### config.mk
export PLATFORM = sky130hd
export DESIGN_NAME = word_rebuilder
export DESIGN_NICKNAME = d
export VERILOG_FILES = /design/src/rtl/word_rebuilder.sv
export SDC_FILE = /design/constraint.sdc
export NUM_CORES = 1
export LEC_CHECK = 0
export CAP_MARGIN = 20
export CORE_MARGIN = 2
export CORE_UTILIZATION = 67
export CTS_BUF_LIST = sky130_fd_sc_hd__clkbuf_4 sky130_fd_sc_hd__clkbuf_8
export DETAILED_ROUTE_END_ITERATION = 7
export PLACE_DENSITY = 0.9
export SLEW_MARGIN = 20
export SYNTH_ARGS = -nofsm -noshare
export SYNTH_HDL_FRONTEND = slang
export SYNTH_SLANG_ARGS = --single-unit
### constraint.sdc
create_clock -name i_clk -period 4.9 [get_ports i_clk]
set_clock_uncertainty 0.15 [all_clocks]
set_input_delay 0.98 -clock i_clk [delete_from_list [all_inputs] [get_ports i_clk]]
set_output_delay 0.98 -clock i_clk [all_outputs]
set_load 0.01 [all_outputs]
### src/rtl/word_rebuilder.sv
// ---------------------------------------------------------------------------
// word_rebuilder
//   Rebuilds 32-bit words from byte-match tokens. Each token carries a match
//   mask, a dictionary index and packed literal bytes. The module keeps a
//   FIFO-replacement dictionary that follows the compressor's update policy.
//
// Ports
//   i_clk, i_rst_n     clock, asynchronous active-low reset
//   i_flush            start of a new block: clears dictionary and error flag
//   i_valid / o_ready  token handshake (upstream)
//   i_match_mask       bit k set: byte k comes from the dictionary entry
//   i_dict_idx         referenced dictionary entry
//   i_literal          unmatched bytes packed from bit 0 upward
//   o_lit_bytes        combinational count of literal bytes in the token
//   o_valid / i_ready  rebuilt-word handshake (downstream)
//   o_word             rebuilt word (registered)
//   o_err              sticky: a token referenced an unwritten entry
// ---------------------------------------------------------------------------
module word_rebuilder #(
    parameter int unsigned DICT_DEPTH = 16,
    parameter int unsigned IDX_W      = $clog2(DICT_DEPTH)
) (
    input  logic             i_clk,
    input  logic             i_rst_n,
    input  logic             i_flush,
    input  logic             i_valid,
    output logic             o_ready,
    input  logic [3:0]       i_match_mask,
    input  logic [IDX_W-1:0] i_dict_idx,
    input  logic [31:0]      i_literal,
    output logic [2:0]       o_lit_bytes,
    output logic             o_valid,
    input  logic             i_ready,
    output logic [31:0]      o_word,
    output logic             o_err
);

    localparam int unsigned WORD_W  = 32;
    localparam int unsigned BYTES_N = 4;

    // Dictionary storage
    logic [WORD_W-1:0]     dict_q [DICT_DEPTH];
    logic [DICT_DEPTH-1:0] ent_vld_q;
    logic [IDX_W-1:0]      wr_ptr_q, wr_ptr_d;

    // Output and status registers
    logic [WORD_W-1:0]     word_q, word_d;
    logic                  valid_q, valid_d;
    logic                  err_q, err_d;

    // Combinational helpers
    logic                  accept_c;
    logic                  dict_we_c;
    logic [WORD_W-1:0]     entry_c;
    logic [WORD_W-1:0]     rebuilt_c;
    logic [1:0]            cursor_c;
    logic [2:0]            lit_cnt_c;
    logic                  full_hit_c;
    logic                  miss_ref_c;

    // Handshake: stall on flush or when the output register cannot drain
    assign o_ready  = !i_flush && (!valid_q || i_ready);
    assign accept_c = i_valid && o_ready;

    // Literal byte count for the upstream bit unpacker
    always_comb begin
        lit_cnt_c = 3'd0;
        for (int k = 0; k < BYTES_N; k++) begin
            lit_cnt_c = lit_cnt_c + {2'b00, ~i_match_mask[k]};
        end
    end
    assign o_lit_bytes = lit_cnt_c;

    // Word rebuild: matched bytes from the entry, the rest consumed in order
    // from the packed literal. The cursor wraps after the fourth literal byte,
    // which is harmless because nothing reads it afterwards.
    always_comb begin
        entry_c   = dict_q[i_dict_idx];
        rebuilt_c = '0;
        cursor_c  = 2'd0;
        for (int k = 0; k < BYTES_N; k++) begin
            if (i_match_mask[k]) begin
                rebuilt_c[8*k +: 8] = entry_c[8*k +: 8];
            end else begin
                rebuilt_c[8*k +: 8] = i_literal[{cursor_c, 3'b000} +: 8];
                cursor_c            = cursor_c + 2'd1;
            end
        end
    end

    assign full_hit_c = (i_match_mask == 4'b1111);
    assign miss_ref_c = (i_match_mask != 4'b0000) && !ent_vld_q[i_dict_idx];
    assign dict_we_c  = accept_c && !full_hit_c;

    // Next-state logic for pointer, output register and error flag
    always_comb begin
        wr_ptr_d = wr_ptr_q;
        word_d   = word_q;
        valid_d  = valid_q;
        err_d    = err_q;

        if (accept_c) begin
            word_d  = rebuilt_c;
            valid_d = 1'b1;
        end else if (i_ready) begin
            valid_d = 1'b0;
        end

        if (i_flush) begin
            wr_ptr_d = '0;
            err_d    = 1'b0;
        end else if (accept_c) begin
            if (!full_hit_c) begin
                wr_ptr_d = wr_ptr_q + IDX_W'(1);
            end
            if (miss_ref_c) begin
                err_d = 1'b1;
            end
        end
    end

    // Control and output registers
    always_ff @(posedge i_clk or negedge i_rst_n) begin
        if (!i_rst_n) begin
            wr_ptr_q <= '0;
            word_q   <= '0;
            valid_q  <= 1'b0;
            err_q    <= 1'b0;
        end else begin
            wr_ptr_q <= wr_ptr_d;
            word_q   <= word_d;
            valid_q  <= valid_d;
            err_q    <= err_d;
        end
    end

    // Dictionary entries and valid bits; the oldest entry is overwritten
    always_ff @(posedge i_clk or negedge i_rst_n) begin
        if (!i_rst_n) begin
            ent_vld_q <= '0;
            for (int e = 0; e < DICT_DEPTH; e++) begin
                dict_q[e] <= '0;
            end
        end else if (i_flush) begin
            ent_vld_q <= '0;
            for (int e = 0; e < DICT_DEPTH; e++) begin
                dict_q[e] <= '0;
            end
        end else if (dict_we_c) begin
            dict_q[wr_ptr_q]    <= rebuilt_c;
            ent_vld_q[wr_ptr_q] <= 1'b1;
        end
    end

    assign o_word  = word_q;
    assign o_valid = valid_q;
    assign o_err   = err_q;

endmodule

# --- Word level (Yosys, flattened, before mapping) ---
# Index checks and enable logic that the tools add are counted.
# Widths: inputs -> output; s select.
totals:
  ff_bits: 566
  output_inout_bits: 38
classes:
  n_addsub: 6
  magnitude_cmp: 6
  eq_ne: 2
  n_shift: 3
  mux: 29
  bitwise_logic: 7
  n_reduce_logical: 18
ops:
  columns: ["op", "count"]
  rows:
  - ["$mux 512", 2]
  - ["$bwmux 512", 1]
  - ["$bmux 32 s4", 1]
  - ["$demux 32 s4", 1]
  - ["$mux 32", 3]
  - ["$shiftx 32x6->8", 3]
  - ["$mux 16", 2]
  - ["$mux 8", 4]
  - ["$or 16x16->16", 1]
  - ["$mux 4", 3]
  - ["$ge 5x5->1 const B", 2]
  - ["$lt 4x5->1 const B", 2]
  - ["$not 4->5", 2]
  - ["$mux 1", 8]
  - ["$reduce_bool 2->1", 4]
  - ["$logic_and 1x1->1", 6]
  - ["$lt 5x1->1 const B", 1]
  - ["$add 2x1->2 const B", 2]
  - ["$add 4x1->4 const B", 1]
  - ["$bmux 1 s4", 1]
  - ["$demux 1 s4", 1]
  - ["$eq 4x4->1 const B", 1]
  - ["$ge 4x1->1 const B", 1]
  - ["$logic_not 1->1", 4]
  - ["other kinds (9)", 14]

# --- Longest topological paths before layout ---
depth:
  word_depth: 10
  depth_mapped: 12
  ltp_nobuf: 7

# --- Worst setup path after synthesis ---
# Ideal clock, no wire load.
synth_path:
  path_kind: "input-to-output"
  startpoint: "in i_match_mask[0]"
  endpoint: "out o_lit_bytes[1]"
  arrival_ps: 2845
  required_time_ps: 3770
  path_slack_ps: 925
  stages: 6
  n_path_buf: 2
  path_cell_list: "clkbuf_1 -> clkbuf_1 -> inv_1 -> fa_1 -> ha_1 -> ha_1"
synth_between:
  elab_chain_cells: 4
synth_lines:
  columns: ["element", "line_no", "rtl"]
  rows:
  - ["from (decl)", "28", "input logic [3:0] i_match_mask,"]
  - ["$not 1->1", "69", "lit_cnt_c = lit_cnt_c + {2'b00, ~i_match_mask[k]};"]
  - ["$add 1x1->2", "69", null]
  - ["$add 2x1->3", "69", null]
  - ["$add 3x1->3", "69", null]
  - ["to (decl)", "31", "output logic [2:0] o_lit_bytes,"]
# No other way between the ends.

# --- Worst setup path after layout ---
layout_path:
  startpoint: "in i_match_mask[1]"
  endpoint: "out o_lit_bytes[1]"
# The elaborated chain is that of the path after synthesis.

==> results.toml <==
[die]
die-area_sq_mm = 0.0434
start_util_pct = 68.3
dieWidth_um = 208
ios = 83
die_h_um = 208
placementRows = 74
core_sq_mm = 0.0410

[global_routing]
grt_pass1_wl_mm = 125
overflow = 0
grt.total_usage_pct = 37.1
antenna_found_initial = 0
grt_max_degree = 263
grt_pass1_vias = 22300

[drt]
routed_wl_mm = 79.2
drc = 0
firstDrtPassIters = 6
wl_per_cell_um = 25.7
vias_per_cell = 7.07
ant_nets = 0
vias = 21800
drtIter0Drc = 2674

[clock_tree]
clk_path_buf_depth = 3
clk_pin_slew_ns = 0.06
clkSinkCount = 566
cts_resized = 0
post-cts-setup-buffer-count = 0
cts_tree = "yes"
postCtsHoldBufs = 0
htree_levels = 3
root_buffer = "clkbuf_8"
clk-insertion-delay-late_ns = 0.68
cts_buffers = 90

[finish]
final_nets = 2532
layout-drive-gt1-share_pct = 15.3
syn_to_final_growth_pct = 10.4
fillCellCount = 2446

[sta]
setup_tns_ns = 0
setup_ws_ns = 0.350
rsz0062_at_grt = "false"
timing.final.crit_share_pct = 92.8
worst_slew_pin_slew_ns = 1.24
finalHoldViolCount = 0
slew_violations = 0
max_slew_margin_pct = 17.6
fmax_ghz = 0.220
period_minus_slack_ns = 4.55
finalSetupViolCount = 0

[placed_design]
finalWeightedCongestion = 0.915
port_buffers = 82
pre_cts_ws_ns = 0.386
hpwl_mm = 45.6

[setup_path]
cp_slowest_cell = "clkdlybuf4s50_1"
start_kind = "primary input"
cp_max_fo = 5
critical_path_arrival_ns = 3.42
end_kind = "primary output"
worstPathRequired_ns = 3.77
crit_chain = "clkdlybuf4s50_1 -> clkinv_1 -> fa_1 -> ha_1 -> ha_1 -> clkdlybuf4s50_1"
slowest_delay_ns = 0.62
criticalPathCategory = "in2out"

[pwr]
total_power_w = 0.0105
p_leak_nw = 14.6
ir_drop_v = 0.000318
powerDensity_mw_per_mm2 = 339

[logic_synthesis]
ys_seq_area_share_pct = 50.6
syn-num-nets = 2559
avgSynthCellArea_sq_um = 11.2
synth_cell_types = 58
synth_cells = 2505
syn_area_sq_mm = 0.0280
synth_warnings = 0
ys_ff_latch = 566

[hold_path]
hold_path.class = "in2async"

[run]
maxCapViolCount = 0

[outcome]
outcome = "finished, final reports clean"
routing by layer:
metal / share of wire [%] / up-vias / track usage [%]
met1: 37 / 10900 / 48.5
met3: 11 / 357 / 10.3
li1: - / 9083 / -
met2: 46 / 1428 / 56.3
met4: 5.7 / 0 / 21.4
met5: 0 / - / 0
layout by cell type (no fill, tap or decap), types with 10 or more instances in the layout:
master / count
nor2b_1: 10
o21ai_1: 72
mux2i_1: 264
nand3_1: 278
clkbuf_8: 114
o21bai_1: 131
mux2_2: 24
o22ai_1: 26
clkinv_2: 11
inv_1: 22
clkdlybuf4s50_1: 79
nor2_1: 14
mux4_2: 60
a221oi_4: 16
a22oi_1: 16
a21oi_1: 42
buf_4: 50
and3_1: 146
dfrtp_1: 566
clkbuf_4: 28
a22o_1: 30
buf_12: 17
nand2_1: 151
o21ai_0: 245
through the flow:
stage | hold WS [ns] | instances | area, sq um | util, %
after floorplan | 0.299 | 2505 | 28000 | -
after global placement | 0.310 | 2918 | 28900 | 70.4
after detailed placement | 0.323 | 2918 | 28900 | 70.4
after CTS | 0.262 | 3080 | 30900 | 75.4
after global routing | 0.288 | 3080 | 30900 | 75.4
final | 0.257 | 3081 | 30900 | 75.4
final cells by class:
class | instances | area [sq um] | area share (%)
inverters | 24 | 97.6 | 0.316
diodes | 1 | 2.50 | 0.00809
multi-input cells | 1648 | 12400 | 40.1
well taps | 532 | 666 | 2.15
clock buffers | 142 | 1780 | 5.75
repair buffers | 148 | 1540 | 4.97
flip-flops and latches | 566 | 14200 | 45.8
clock inverters | 20 | 282 | 0.910
power breakdown:
part           internal (W)  switching (W)
Clock               0.00267        0.00194
Sequential          0.00475      0.0000480
Combinational      0.000374       0.000714
Total               0.00779        0.00270
kinds of logic (layout without fill, tap and decap cells):
logic type | count (synthesis) | count (layout) | share of synthesized area [%]
AO/OA/AOI/OAI | 645 | 645 | 16.4
AND/OR/NAND/NOR | 637 | 637 | 11.5
flip-flops | 566 | 566 | 50.6
multiplexers | 354 | 354 | 15.7
buffers and inverters | 291 | 334 | 5.30
adder cells (fa/ha/maj) | 9 | 9 | 0.429
XOR/XNOR | 3 | 3 | 0.0939
other | 0 | 1 | 0
flip-flops by register name, summed over array words and instances (netlist names):
signal,flops
dict_q,512
o_word,32
ent_vld_q,16
wr_ptr_q,4
o_err,1
o_valid,1
critical path, delay by kind of cell:
| kind | cells | cell delay [ns] |
|---|---|---|
| buf+inv | 3 | 1.33 |
| fa+ha+maj | 3 | 1.10 |
final timing paths:
path / slack [ns] / end / depth (start not counted) / startpoint
worst min register to register: 0.34 / o_word[4] / 2 / o_word[4]
min in group i_clk: 0.34 / o_word[4] / 2 / o_word[4]
worst max-delay path: 0.35 / o_lit_bytes[1] / 6 / i_match_mask[1]
max in group asynchronous: 3.19 / dict_q[365] / 2 / i_rst_n
worst max register to register: 1.90 / dict_q[224] / 6 / o_valid
worst min-delay path: 0.26 / o_word[7] / 1 / i_rst_n
synthesized netlist by cell type, drive strengths merged:
library cell / count / area share [%]
dfrtp: 566 / 51
o21ai: 321 / 5.8
nand3: 283 / 5.1
mux2i: 270 / 9.9
clkbuf: 153 / 2.1
nand2: 152 / 2.0
and3: 146 / 3.3
o21bai: 141 / 4.0
buf: 114 / 2.9
mux4: 60 / 4.8
a21oi: 42 / 0.75
a221oi: 30 / 2.1
a22o: 30 / 0.94
o22ai: 26 / 0.58
mux2: 24 / 0.97
inv: 22 / 0.29
a22oi: 18 / 0.52
nor2: 16 / 0.22
a211o: 10 / 0.35
nor2b: 10 / 0.22
a31oi: 9 / 0.63
ha: 8 / 0.36
nand4: 8 / 0.18
o22a: 8 / 0.25
nand2b: 7 / 0.16
o221ai: 6 / 0.32
and2: 4 / 0.089
or3: 4 / 0.089
clkinv: 2 / 0.027
nand4b: 2 / 0.063
nor3b: 2 / 0.054
or2: 2 / 0.045
xnor2: 2 / 0.063
a211oi: 1 / 0.027
a21o: 1 / 0.027
a2bb2oi: 1 / 0.031
fa: 1 / 0.071
o32ai: 1 / 0.031
or4bb: 1 / 0.040
xor2: 1 / 0.031
Power figures use the tool's default switching activity.
